## src/rtl/bus_arbiter.sv

```systemverilog
// bus_arbiter: 4-way round-robin bus arbiter with a one-cycle turnaround gap between grants.
// Optional BUS_TIMEOUT_EN macro adds an 8-bit hold counter that forces release after MAX_HOLD cycles.
`default_nettype none

module bus_arbiter #(
  parameter int MAX_HOLD = 16
) (
  input  logic       clk,
  input  logic       RST,
  input  logic [3:0] REQ,
  output logic [3:0] GNT,
  output logic [1:0] OWNER,
  output logic       BUSY,
  output logic       TIMEOUT
);

  typedef enum logic [1:0] {
    S_IDLE    = 2'd0,
    S_GRANT   = 2'd1,
    S_RELEASE = 2'd2
  } state_t;

  state_t     state;
  logic [1:0] ptr;
  logic [1:0] winner;
  logic [1:0] cand;

  if (MAX_HOLD < 2 || MAX_HOLD > 255) begin : g_bad_max_hold
    $error("bus_arbiter: MAX_HOLD must be in 2..255");
  end

  // Scan from the highest offset down so the requester nearest ptr overwrites the others.
  always_comb begin
    winner = ptr;
    cand   = ptr;
    for (int i = 3; i >= 0; i--) begin
      cand = ptr + 2'(i);
      if (REQ[cand]) winner = cand;
    end
  end

`ifdef BUS_TIMEOUT_EN
  localparam logic [7:0] HOLD_LAST = 8'(MAX_HOLD - 1);
  logic [7:0] hold_cnt;
  logic       timeout_q;

  assign TIMEOUT = timeout_q;
`else
  assign TIMEOUT = 1'b0;
`endif

  always_ff @(posedge clk or negedge RST) begin
    if (!RST) begin
      state <= S_IDLE;
      GNT   <= 4'b0000;
      OWNER <= 2'd0;
      BUSY  <= 1'b0;
      ptr   <= 2'd0;
`ifdef BUS_TIMEOUT_EN
      hold_cnt  <= 8'd0;
      timeout_q <= 1'b0;
`endif
    end else begin
`ifdef BUS_TIMEOUT_EN
      timeout_q <= 1'b0;
`endif
      case (state)
        S_IDLE: begin
          if (|REQ) begin
            state <= S_GRANT;
            GNT   <= 4'b0001 << winner;
            OWNER <= winner;
            BUSY  <= 1'b1;
`ifdef BUS_TIMEOUT_EN
            hold_cnt <= 8'd0;
`endif
          end
        end

        S_GRANT: begin
          if (!REQ[OWNER]) begin
            state <= S_RELEASE;
            GNT   <= 4'b0000;
            OWNER <= 2'd0;
            BUSY  <= 1'b0;
            ptr   <= OWNER + 2'd1;
`ifdef BUS_TIMEOUT_EN
          end else if (hold_cnt == HOLD_LAST) begin
            // Owner has held the bus for MAX_HOLD cycles: force it off and demote it.
            state     <= S_RELEASE;
            GNT       <= 4'b0000;
            OWNER     <= 2'd0;
            BUSY      <= 1'b0;
            ptr       <= OWNER + 2'd1;
            timeout_q <= 1'b1;
          end else begin
            hold_cnt <= hold_cnt + 8'd1;
`endif
          end
        end

        S_RELEASE: begin
          state <= S_IDLE;
        end

        default: begin
          state <= S_IDLE;
          GNT   <= 4'b0000;
          OWNER <= 2'd0;
          BUSY  <= 1'b0;
        end
      endcase
    end
  end

endmodule

`default_nettype wire

```

## config.mk

```make
export PLATFORM = sky130hd
export DESIGN_NAME = bus_arbiter
export DESIGN_NICKNAME = d
export VERILOG_FILES = /design/src/rtl/bus_arbiter.sv
export SDC_FILE = /design/constraint.sdc
export NUM_CORES = 1
export LEC_CHECK = 0
export BUFFER_PORTS_ARGS = -buffer_cell sky130_fd_sc_hd__buf_2
export CORE_UTILIZATION = 34
export DETAILED_ROUTE_END_ITERATION = 10
export PLACE_DENSITY = 0.53
export SLEW_MARGIN = 20
export SYNTH_ARGS = -nofsm -noshare
export SYNTH_HDL_FRONTEND = slang
export SYNTH_SLANG_ARGS = --single-unit
```

## constraint.sdc

```tcl
create_clock -name clk -period 2 [get_ports clk]
set_input_delay 0.6 -clock clk [delete_from_list [all_inputs] [get_ports clk]]
set_output_delay 0.6 -clock clk [all_outputs]
set_load 0.05 [all_outputs]
```

Word level (Yosys, flattened, before mapping) --
Cells that the tools add are included.
Word-level totals: register bits after elaboration 11, latch bits 0, memory bits (writable) 0, memory bits (read-only) 0, bits of input ports 6, output and inout port bits 8, word-level logic and storage cells 52, memories 0
Operators by class: $add $sub $neg 4, multipliers 0, div/mod/pow operators 0, order comparisons 5, equality and inequality tests 4, shifts and indexed selects 1, muxes and demuxes 26, bitwise operators 2, reductions and logical operators 5
Operator list (count):
- $mux 2 | 8
- $lt 2x3->1 const B | 5
- $pmux 4 s3 | 1
- $bmux 1 s2 | 5
- $mux 4 | 2
- $mux 1 | 7
- $pmux 2 s3 | 1
- $add 2x1->2 const B | 2
- $add 2x2->2 const B | 2
- $ne 2x2->1 const B | 2
- $pmux 2 s2 | 1
- $reduce_and 2->1 | 2
- $reduce_or 4->1 | 1
- $shl 1x2->4 const A | 1
- $pmux 1 s3 | 1
- $reduce_and 3->1 | 1
- $eq 2x1->1 const B | 1
- $eq 2x2->1 const B | 1
- $logic_not 2->1 | 1
- $not 1->1 | 2

Depth between registers and ports, before layout --
Gate-level depths: netlist of the first run.
depth in word-level cells 10, mapped depth 4, mapped depth without buffers 4

Worst setup path after synthesis of the first run --
Ideal clock, no wire load.
path type reg2reg, from register OWNER[0], to register OWNER[1], setup time 121 ps, arrival time 1739 ps, data required time 1879 ps, slack 140 ps, cell stages (with the launch flop) 5, buffers on the path 0, clock period less this slack 1860 ps, cells stage by stage dfrtp_1 > mux4_2 > nand2b_1 > a21oi_2 > a22o_1
Between the ends: longest elaborated chain between the ends 4
Ends and longest elaborated chain:
- from (decl) | line 12 | output logic [1:0] OWNER,
- from (signal assigned) | line 72 | OWNER <= winner;
- $bmux 1 s2 | line 81 | if (!REQ[OWNER]) begin
- $mux 1 (implied by the code) | line 81
- $ne 2x2->1 (no source line)
- $reduce_and 3->1 (no source line)
Every way passes these cells. The select of a mux whose other input is x is not followed. A chain may end at the register's enable or synchronous reset.

Final worst setup path of the first run --
from register OWNER[0], to output OWNER[0]
No word-level cell between the ends.

==> flow_summary.json, run 1 <==
{
  "nFillCells": 155,
  "fin_skew_ns": 0.00218,
  "start_util_pct": 37.2,
  "holdCritPathClass": "input port to asynchronous set/reset pin",
  "seqPwrFrac_pct": 33.1,
  "dieArea_um2": 1880,
  "drv_cap": 0,
  "required_ns": 1.40,
  "cts_hold_buffers": 0,
  "die_x_um": 43.3,
  "ys_seq_elements": 11,
  "grt_pass1_wl_um": 2010,
  "ctsResizeCount": 0,
  "netSwitchingPower_mw": 0.641,
  "clkLatencyLatePin_ns": 0.27,
  "netlist_area_um2": 581,
  "timing.final.crit_share_pct": 82.8,
  "grt_use_met1_pct": 22.4,
  "rows": 14,
  "syn_nets": 58,
  "path_cells": "buf_4 -> buf_2",
  "cts-buffers-inserted": 3,
  "setup_tns_ns": 0,
  "leakagePower_nw": 0.321,
  "multi_input_area_um2": 294,
  "diodes": 0,
  "start_kind": "register",
  "path_buf_inv": 2,
  "yosys_warnings": 0,
  "total_power_mw": 1.31,
  "p_int_mw": 0.666,
  "endpoint_kind": "output port",
  "cts_tree": "yes",
  "fin_cells": 84,
  "drt-total-wl_um": 1230,
  "p_per_area_nw_per_um2": 1900,
  "period_needed_ns": 1.66,
  "clockRootBuffer": "clkbuf_4",
  "worstSetupPathDepth": 2,
  "clockBufferDepth": 2,
  "gp_congestion": 0.782,
  "met2_usage_pct": 18.5,
  "synth.avg_cell_area_um2": 11.2,
  "crit_arrival_ns": 1.06,
  "cts.clk_slew.worst_paths_ns": 0.07,
  "viasPerCell": 5.52,
  "maxSlewViolCount": 0,
  "top_usage_layer": "met1",
  "reg2reg_depth": 4,
  "rsz0062_at_grt": "no",
  "die_h_um": 43.3,
  "port-buffer-count": 12,
  "comb_power_share_pct": 55.0,
  "setup_viol": 0,
  "drt_iter0_drc": 16,
  "grt.total_usage_pct": 15.4,
  "ff_latch_area_um2": 275,
  "use_met3_pct": 3.83,
  "post_drt_wl_per_cell_um": 14.7,
  "post_synth_num_cell_types": 24,
  "grt_max_degree": 12,
  "first_pass_iters": 7,
  "swShare_pct": 49.0,
  "hpwl_um": 896,
  "syn2layout_area_growth_pct": 18.3,
  "violations": "design-rule violations",
  "core_um2": 1560,
  "vdd_drop_max_uv": 817,
  "grt_pass1_vias": 423,
  "layout.nets": 75,
  "antenna_left": 0,
  "path_class": "register to output port",
  "holdWs_ns": 0.184,
  "post-cts-setup-buffers": 0,
  "drive_gt1_share_pct": 32.4,
  "cpMaxStageDelayCell": "dfrtp_1",
  "status": "finished with violations",
  "antenna_found_initial": 0,
  "syn_inst": 52,
  "ios": 14,
  "overflow": 0,
  "placedCellCount": 80,
  "crit_family": "buffers and inverters",
  "yosysSeqAreaShare_pct": 47.4,
  "route.detailed.drc": 2,
  "max_freq_mhz": 604,
  "cts-htree-levels": 1,
  "p_clk_share_pct": 11.9,
  "critPathMaxStageDelay_ns": 0.38,
  "vias": 464,
  "hold_viol": 0,
  "clock_sinks": 11,
  "crit_fanout": 4
}
cell type report:
cell class / count / area share, %
multi-input cells: 39 / 42.8
flip-flops and latches: 11 / 40.1
repair buffers: 13 / 9.84
clock buffers: 4 / 3.83
well taps: 16 / 2.91
inverters: 1 / 0.546
cells by family after synthesis:
logic type / after synthesis / synth area share [%]
AO/OA/AOI/OAI: 21 / 25.6
AND/OR/NAND/NOR: 15 / 19.0
flip-flops: 11 / 47.4
buffers and inverters: 2 / 1.94
XOR/XNOR: 1 / 1.51
multiplexers: 1 / 3.88
other: 1 / 0.646
cell usage in the layout, fill, tap and decap left out, drive strengths merged:
cell and instances:
or2 1, o22ai 1, a21boi 1, mux4 1, a21oi 8, o21bai 1, dfrtp 11, nor4 1
nor2 4, inv 1, nor4b 1, xnor2 1, nor3 1, buf 13, a21o 2, nor3b 2
conb 1, o22a 2, nand2b 5, o31ai 1, o2bb2ai 2, a22o 3, clkbuf 4
worst register-to-register path, delay by kind of cell (launching register included):
family / cells / cell delay, ns
AO/OA/AOI/OAI: 2 / 0.36
flip-flops: 1 / 0.38
AND/OR/NAND/NOR: 1 / 0.12
multiplexers: 1 / 0.57
layer usage:
layer / vias up / part of all wire, %
met1: 222 / 54
met5: - / 0
li1: 228 / -
met4: 0 / 1.2
met3: 2 / 3.6
met2: 12 / 41
path summary, 6_finish.rpt:
check	start	endpoint	slack (ns)
min reg2reg	GNT[0]	GNT[0]	0.48
min in group clk	GNT[0]	GNT[0]	0.48
max in group asynchronous	RST	ptr[0]	1.61
max	OWNER[0]	OWNER[0]	0.34
max reg2reg	OWNER[0]	GNT[3]	0.46
min	RST	GNT[2]	0.18
sequential cells by signal (all words and copies together) (netlist names):
register and cells:
ptr 2, state 2, BUSY 1, GNT 4, OWNER 2
metrics by stage:
| stage | area (µm²) | utilization, % | worst slack (ns) |
|---|---|---|---|
| global route | 687 | 44.1 | 0.287 |
| CTS | 687 | 44.1 | 0.335 |
| detailed placement | 661 | 42.4 | 0.0997 |
| floorplan | 581 | - | 0.140 |
| global placement | 661 | 42.4 | 0.0858 |
| finish | 687 | 44.1 | 0.345 |
synth_stat cells:
| cell | n | area, µm² |
|---|---|---|
| conb_1 | 1 | 3.75 |
| dfrtp_1 | 11 | 275 |
| nor3b_4 | 1 | 18.8 |
| o22a_1 | 2 | 17.5 |
| o21bai_1 | 1 | 7.51 |
| nor3_2 | 1 | 10.0 |
| a21oi_1 | 7 | 35.0 |
| o2bb2ai_1 | 2 | 17.5 |
| nor4b_2 | 1 | 15.0 |
| o31ai_1 | 1 | 7.51 |
| o22ai_1 | 1 | 6.26 |
| nor2_1 | 4 | 15.0 |
| a21boi_0 | 1 | 7.51 |
| or2_2 | 1 | 6.26 |
| nor3b_1 | 1 | 7.51 |
| a21oi_2 | 1 | 8.76 |
| a22o_1 | 3 | 26.3 |
| a21o_1 | 2 | 15.0 |
| xnor2_1 | 1 | 8.76 |
| mux4_2 | 1 | 22.5 |
| nor4_1 | 1 | 6.26 |
| buf_4 | 1 | 7.51 |
| inv_1 | 1 | 3.75 |
| nand2b_1 | 5 | 31.3 |
power groups by stage:
stage | combinational (mW) | clock, mW | sequential (mW)
floorplan | 0.339 | 0 | 0.647
global placement | 0.719 | 0 | 0.436
detailed placement | 0.716 | 0 | 0.438
CTS | 0.724 | 0.158 | 0.434
global route | 0.767 | 0.171 | 0.448
finish | 0.719 | 0.155 | 0.432
Note: power is estimated with default switching activity, not from simulation.
==> run 2: changes to the inputs <==
Settings changed: ABC_AREA set to 1.
Clock period 2 ns to 1.5 ns, I/O delays scaled along.
==> flow_summary.json, run 2 <==
{
  "status": "completed",
  "grt_pass1_vias": 595,
  "drive_gt1_share_pct": 50.0,
  "path_class": "register to register",
  "grt_pass1_wl_um": 2530,
  "reg2reg_depth": 9,
  "largest_reg_flops": 4,
  "clockRootBuffer": "clkbuf_4",
  "p_int_mw": 1.16,
  "holdCritPathClass": "input port to asynchronous set/reset pin",
  "p_per_area_nw_per_um2": 2600,
  "seqPwrFrac_pct": 21.8,
  "die_x_um": 49.5,
  "netSwitchingPower_mw": 1.39,
  "syn_nets": 116,
  "holdWs_ns": 0.0347,
  "ys_seq_elements": 11,
  "placedCellCount": 152,
  "path_cells": "buf_6 -> nand2_2 -> nand2_2 -> nand2_2 -> nand3_1 -> nand2_1 -> nand3_2 -> nand4_1 -> nand2_1",
  "rows": 16,
  "regMostFlops": "GNT",
  "critPathMostFrequentCell": "nand2_2",
  "post_drt_wl_per_cell_um": 10.8,
  "first_pass_iters": 4,
  "clockBufferDepth": 2,
  "viasPerCell": 4.60,
  "crit_fanout": 6,
  "critPathMaxStageDelay_ns": 0.49,
  "synth_top_area_share_pct": 35.8,
  "yosysSeqAreaShare_pct": 35.8,
  "grt.total_usage_pct": 13.5,
  "swShare_pct": 54.4,
  "period_needed_ns": 1.47,
  "placed_area_um2": 883,
  "synth-xor-area-share_pct": 0,
  "synthArstFlopShare_pct": 100,
  "synth_top_family_by_area": "simple AND/OR/NAND/NOR gates",
  "r2r_slack_ns": 0.03,
  "setup_viol": 0,
  "fin_cells": 157,
  "post_synth_num_cell_types": 21,
  "endpoint_kind": "register",
  "synthMuxAreaShare_pct": 0,
  "cts-htree-levels": 1,
  "grt_max_degree": 12,
  "synth.largest_area_cell": "dfrtp_1",
  "layout.nets": 137,
  "die_h_um": 49.5,
  "synth_fa_ha_area_share_pct": 0,
  "comb_power_share_pct": 70.4,
  "yosysMostFrequentCell": "nand2_1",
  "start_kind": "register",
  "cpMaxStageDelayCell": "dfrtp_2",
  "max_freq_mhz": 680,
  "hold_viol": 0,
  "r2r_end": "GNT[0]",
  "dieArea_um2": 2450,
  "rsz0062_at_grt": "yes",
  "antenna_found_initial": 0,
  "timing.final.crit_share_pct": 98.0,
  "leakagePower_nw": 0.527,
  "antenna_left": 0,
  "syn2layout_area_growth_pct": 27.4,
  "cts_hold_buffers": 0,
  "route.detailed.drc": 0,
  "nFillCells": 221,
  "p_clk_share_pct": 7.8,
  "vdd_drop_max_uv": 1200,
  "yosys_warnings": 0,
  "diodes": 0,
  "ios": 14,
  "core_um2": 2040,
  "start_util_pct": 37.6,
  "synth_simple_gate_area_share_pct": 45.1,
  "hpwl_um": 1270,
  "cts.clk_slew.worst_paths_ns": 0.07,
  "clkLatencyLatePin_ns": 0.26,
  "final_common_cell": "nand2_1",
  "ys.flop_type": "dfrtp_1",
  "netlist_area_um2": 768,
  "crit_arrival_ns": 1.63,
  "required_ns": 1.66,
  "syn_inst": 110,
  "synth_compound_area_share_pct": 8.31,
  "fin_skew_ns": 0.00127,
  "r2r-start": "ptr[0]",
  "cts-buffers-inserted": 3,
  "port-buffer-count": 12,
  "synth-edff-count": 0,
  "drv_cap": 0,
  "layout_common_cells": "nand2_1 (28), nand2_2 (20), buf_2 (12)",
  "maxSlewViolCount": 0,
  "synthTopCellsByCount": "nand2_1 (37), nand2_2 (14), dfrtp_1 (11)",
  "drt_iter0_drc": 11,
  "synthTopCellsByArea": "dfrtp_1 (36%), nand2_1 (18%), nand2_2 (11%)",
  "synth.avg_cell_area_um2": 6.98,
  "cts_tree": "yes",
  "clock_sinks": 11,
  "gp_congestion": 0.784,
  "vias": 722,
  "drt-total-wl_um": 1690,
  "postLayoutCellArea_um2": 978,
  "overflow": 0
}
run 2: cell types whose count changed in the layout (fill, tap and decap cells not counted), moves of 5 or more:
| cell | change |
|---|---|
| inv_2 | +6 |
| inv_1 | +6 |
| nand2_2 | +20 |
| nand2_1 | +28 |
| a21oi_1 | -5 |
| nand3_2 | +5 |
| nand2b_1 | -5 |
run 2: per-stage QoR:
step | power, mW | util, % | setup TNS, ns | worst slack [ns]
after floorplan | 1.77 | - | 0 | 0.142
after global placement | 2.09 | 43.3 | -0.103 | -0.0382
after detailed placement | 2.11 | 43.3 | -0.129 | -0.0534
after CTS | 2.32 | 44.6 | 0 | 0.0457
after global routing | 2.76 | 47.9 | -0.213 | -0.0626
final | 2.55 | 47.9 | 0 | 0.0298
run 2: metal layers:
| metal | wire, µm | vias to the layer above | global-route usage, % | share of wire (%) |
|---|---|---|---|---|
| met5 | 0 | - | 0 | 0 |
| li1 | - | 384 | - | - |
| met3 | 27 | 5 | 0.926 | 1.6 |
| met4 | 34 | 0 | 8.57 | 2.0 |
| met1 | 799 | 326 | 17.6 | 47 |
| met2 | 831 | 7 | 21.4 | 49 |
run 2: worst max path at each step:
stage                   from     end  slack [ns]  cells after the start
global route          ptr[0]  GNT[1]       -0.06                     12
global placement      ptr[0]  GNT[3]       -0.04                     11
CTS                   ptr[0]  GNT[3]        0.05                     12
floorplan           OWNER[1]  GNT[0]        0.14                      9
finish                ptr[0]  GNT[0]        0.03                      9
detailed placement    ptr[0]  GNT[3]       -0.05                     11
run 2: final cells by class:
class	instances	area [µm²]	share of cell area (%)
multi-input combinational	83	470	48.1
tap	27	33.8	3.45
sequential	11	279	28.5
clock buffer	4	26.3	2.69
inverter	14	60.1	6.14
timing repair buffer	18	109	11.1
run 2: worst max-delay path, delay by kind of cell (launching register included):
family,cells,cell delay (ns)
and+or+nand+nor,8,0.71
DFF,1,0.49
buffers and inverters,1,0.16
run 2: kinds of logic after synthesis:
logic type / Yosys count
compound gates: 11
buf+inv: 16
flops: 11
other cells: 1
simple gates: 71
run 2: power groups by stage:
stage | registers, mW | clock network, mW | logic, mW
after global routing | 0.572 | 0.219 | 1.97
final | 0.556 | 0.199 | 1.79
after global placement | 0.564 | 0 | 1.53
after floorplan | 0.711 | 0 | 1.05
after CTS | 0.565 | 0.204 | 1.55
after detailed placement | 0.566 | 0 | 1.54
run 2: repair_timing:
item / in CTS / in global routing
pin swaps: 0 / 7
endpoints found under the setup margin: 4 / 4
gates resized for setup: 1 / 19
setup buffers: 0 / 1
==> run 3: changes to the inputs <==
Settings changed: GPL_TIMING_DRIVEN set to 0, PLACE_DENSITY 0.53 to 0.51.
Clock period 1.5 ns to 1.8 ns, I/O delays scaled along.
==> flow_summary.json, run 3 (synthesis gave the netlist of run 2 again) <==
{
  "timing.final.crit_share_pct": 87.2,
  "ios": 14,
  "hold_viol": 0,
  "rsz0062_at_grt": "no",
  "setup_tns_ns": 0,
  "ff_latch_area_um2": 275,
  "vdd_drop_max_uv": 843,
  "viasPerCell": 4.61,
  "required_ns": 1.26,
  "leakagePower_nw": 0.505,
  "placed_area_um2": 862,
  "regMostFlops": "GNT",
  "cts-htree-levels": 1,
  "gp_congestion": 0.782,
  "grt_pass1_vias": 620,
  "grt.total_usage_pct": 13.7,
  "diodes": 0,
  "status": "completed",
  "grt_max_degree": 12,
  "start_util_pct": 37.6,
  "crit_family": "flip-flops",
  "drive_gt1_share_pct": 36.5,
  "multi_input_area_um2": 414,
  "setup_viol": 0,
  "startpoint": "OWNER[0]",
  "antenna_left": 0,
  "critPathMaxStageDelay_ns": 0.46,
  "drt-total-wl_um": 1520,
  "core_um2": 2040,
  "fin_skew_ns": 0.00228,
  "port-buffer-count": 12,
  "route.detailed.drc": 0,
  "r2r-start": "ptr[0]",
  "die_x_um": 49.5,
  "post-cts-setup-buffers": 0,
  "cpMaxStageDelayCell": "dfrtp_1",
  "die_h_um": 49.5,
  "crit_fanout": 7,
  "max_freq_mhz": 637,
  "first_pass_iters": 4,
  "hpwl_um": 1240,
  "layout_common_cells": "nand2_1 (37), nand2_2 (14), buf_2 (12)",
  "cts.clk_slew.worst_paths_ns": 0.07,
  "antenna_found_initial": 0,
  "syn2layout_area_growth_pct": 15.8,
  "grt_pass1_wl_um": 2610,
  "holdCritPathClass": "input port to asynchronous set/reset pin",
  "overflow": 0,
  "dieArea_um2": 2450,
  "drv_cap": 0,
  "path_class": "register to output port",
  "endpoint_kind": "output port",
  "start_kind": "register",
  "top_usage_layer": "met2",
  "maxSlewViolCount": 0,
  "clock_sinks": 11,
  "cts-buffers-inserted": 3,
  "crit_arrival_ns": 1.03,
  "use_met3_pct": 2.78,
  "met2_usage_pct": 23.9,
  "rows": 16,
  "post_drt_wl_per_cell_um": 9.91,
  "cts_hold_buffers": 0,
  "largest_reg_flops": 4,
  "clockBufferDepth": 2,
  "cts_tree": "yes",
  "nFillCells": 221,
  "p_per_area_nw_per_um2": 2090,
  "layout.nets": 133,
  "vias": 706,
  "setup_ws_ns": 0.231,
  "period_needed_ns": 1.57,
  "final_common_cell": "nand2_1",
  "postLayoutCellArea_um2": 890,
  "total_power_mw": 1.86,
  "drt_iter0_drc": 12,
  "clkLatencyLatePin_ns": 0.27,
  "clockRootBuffer": "clkbuf_4",
  "dp_slack_ns": 0.209,
  "ctsResizeCount": 0,
  "grt_use_met1_pct": 16.9,
  "path_cells": "buf_2",
  "path_buf_inv": 1
}
run 3: power breakdown:
group          total [mW]  switching, mW  leakage (nW)  internal, mW
sequential          0.423         0.0741         0.141         0.349
clock               0.164         0.0821        0.0177        0.0822
combinational        1.27          0.870         0.346         0.398
total                1.86           1.03         0.505         0.829
run 3: routing by layer:
metal	up-vias	part of all wire, %
li1	377	-
met1	318	50
met2	9	47
met3	2	2.7
met4	0	0.40
met5	-	0
run 3: layout make-up:
class | instances | area share (%)
buffer | 2 | 2.11
clock buffer | 3 | 2.53
tap | 27 | 3.80
inverter | 14 | 6.75
sequential | 11 | 30.9
clock inverter | 1 | 0.563
timing repair buffer | 12 | 6.75
multi-input combinational | 83 | 46.6
run 3: path summary, 6_finish.rpt:
path,endpoint,slack [ns],cells after the start
max,OWNER[0],0.23,1
min,ptr[1],0.13,1
max reg2reg,GNT[3],0.37,13
min reg2reg,GNT[0],0.48,2
max in group asynchronous,GNT[0],1.48,1
min in group clk,GNT[0],0.48,2
run 3: through the flow:
stage,instances,hold slack (ns),utilization (%)
4_1_cts,153,0.128,43.6
5_1_grt,153,0.128,43.6
3_5_place_dp,149,0.418,42.2
3_3_place_gp,149,0.419,42.2
6_report,153,0.125,43.6
2_1_floorplan,110,0.244,-
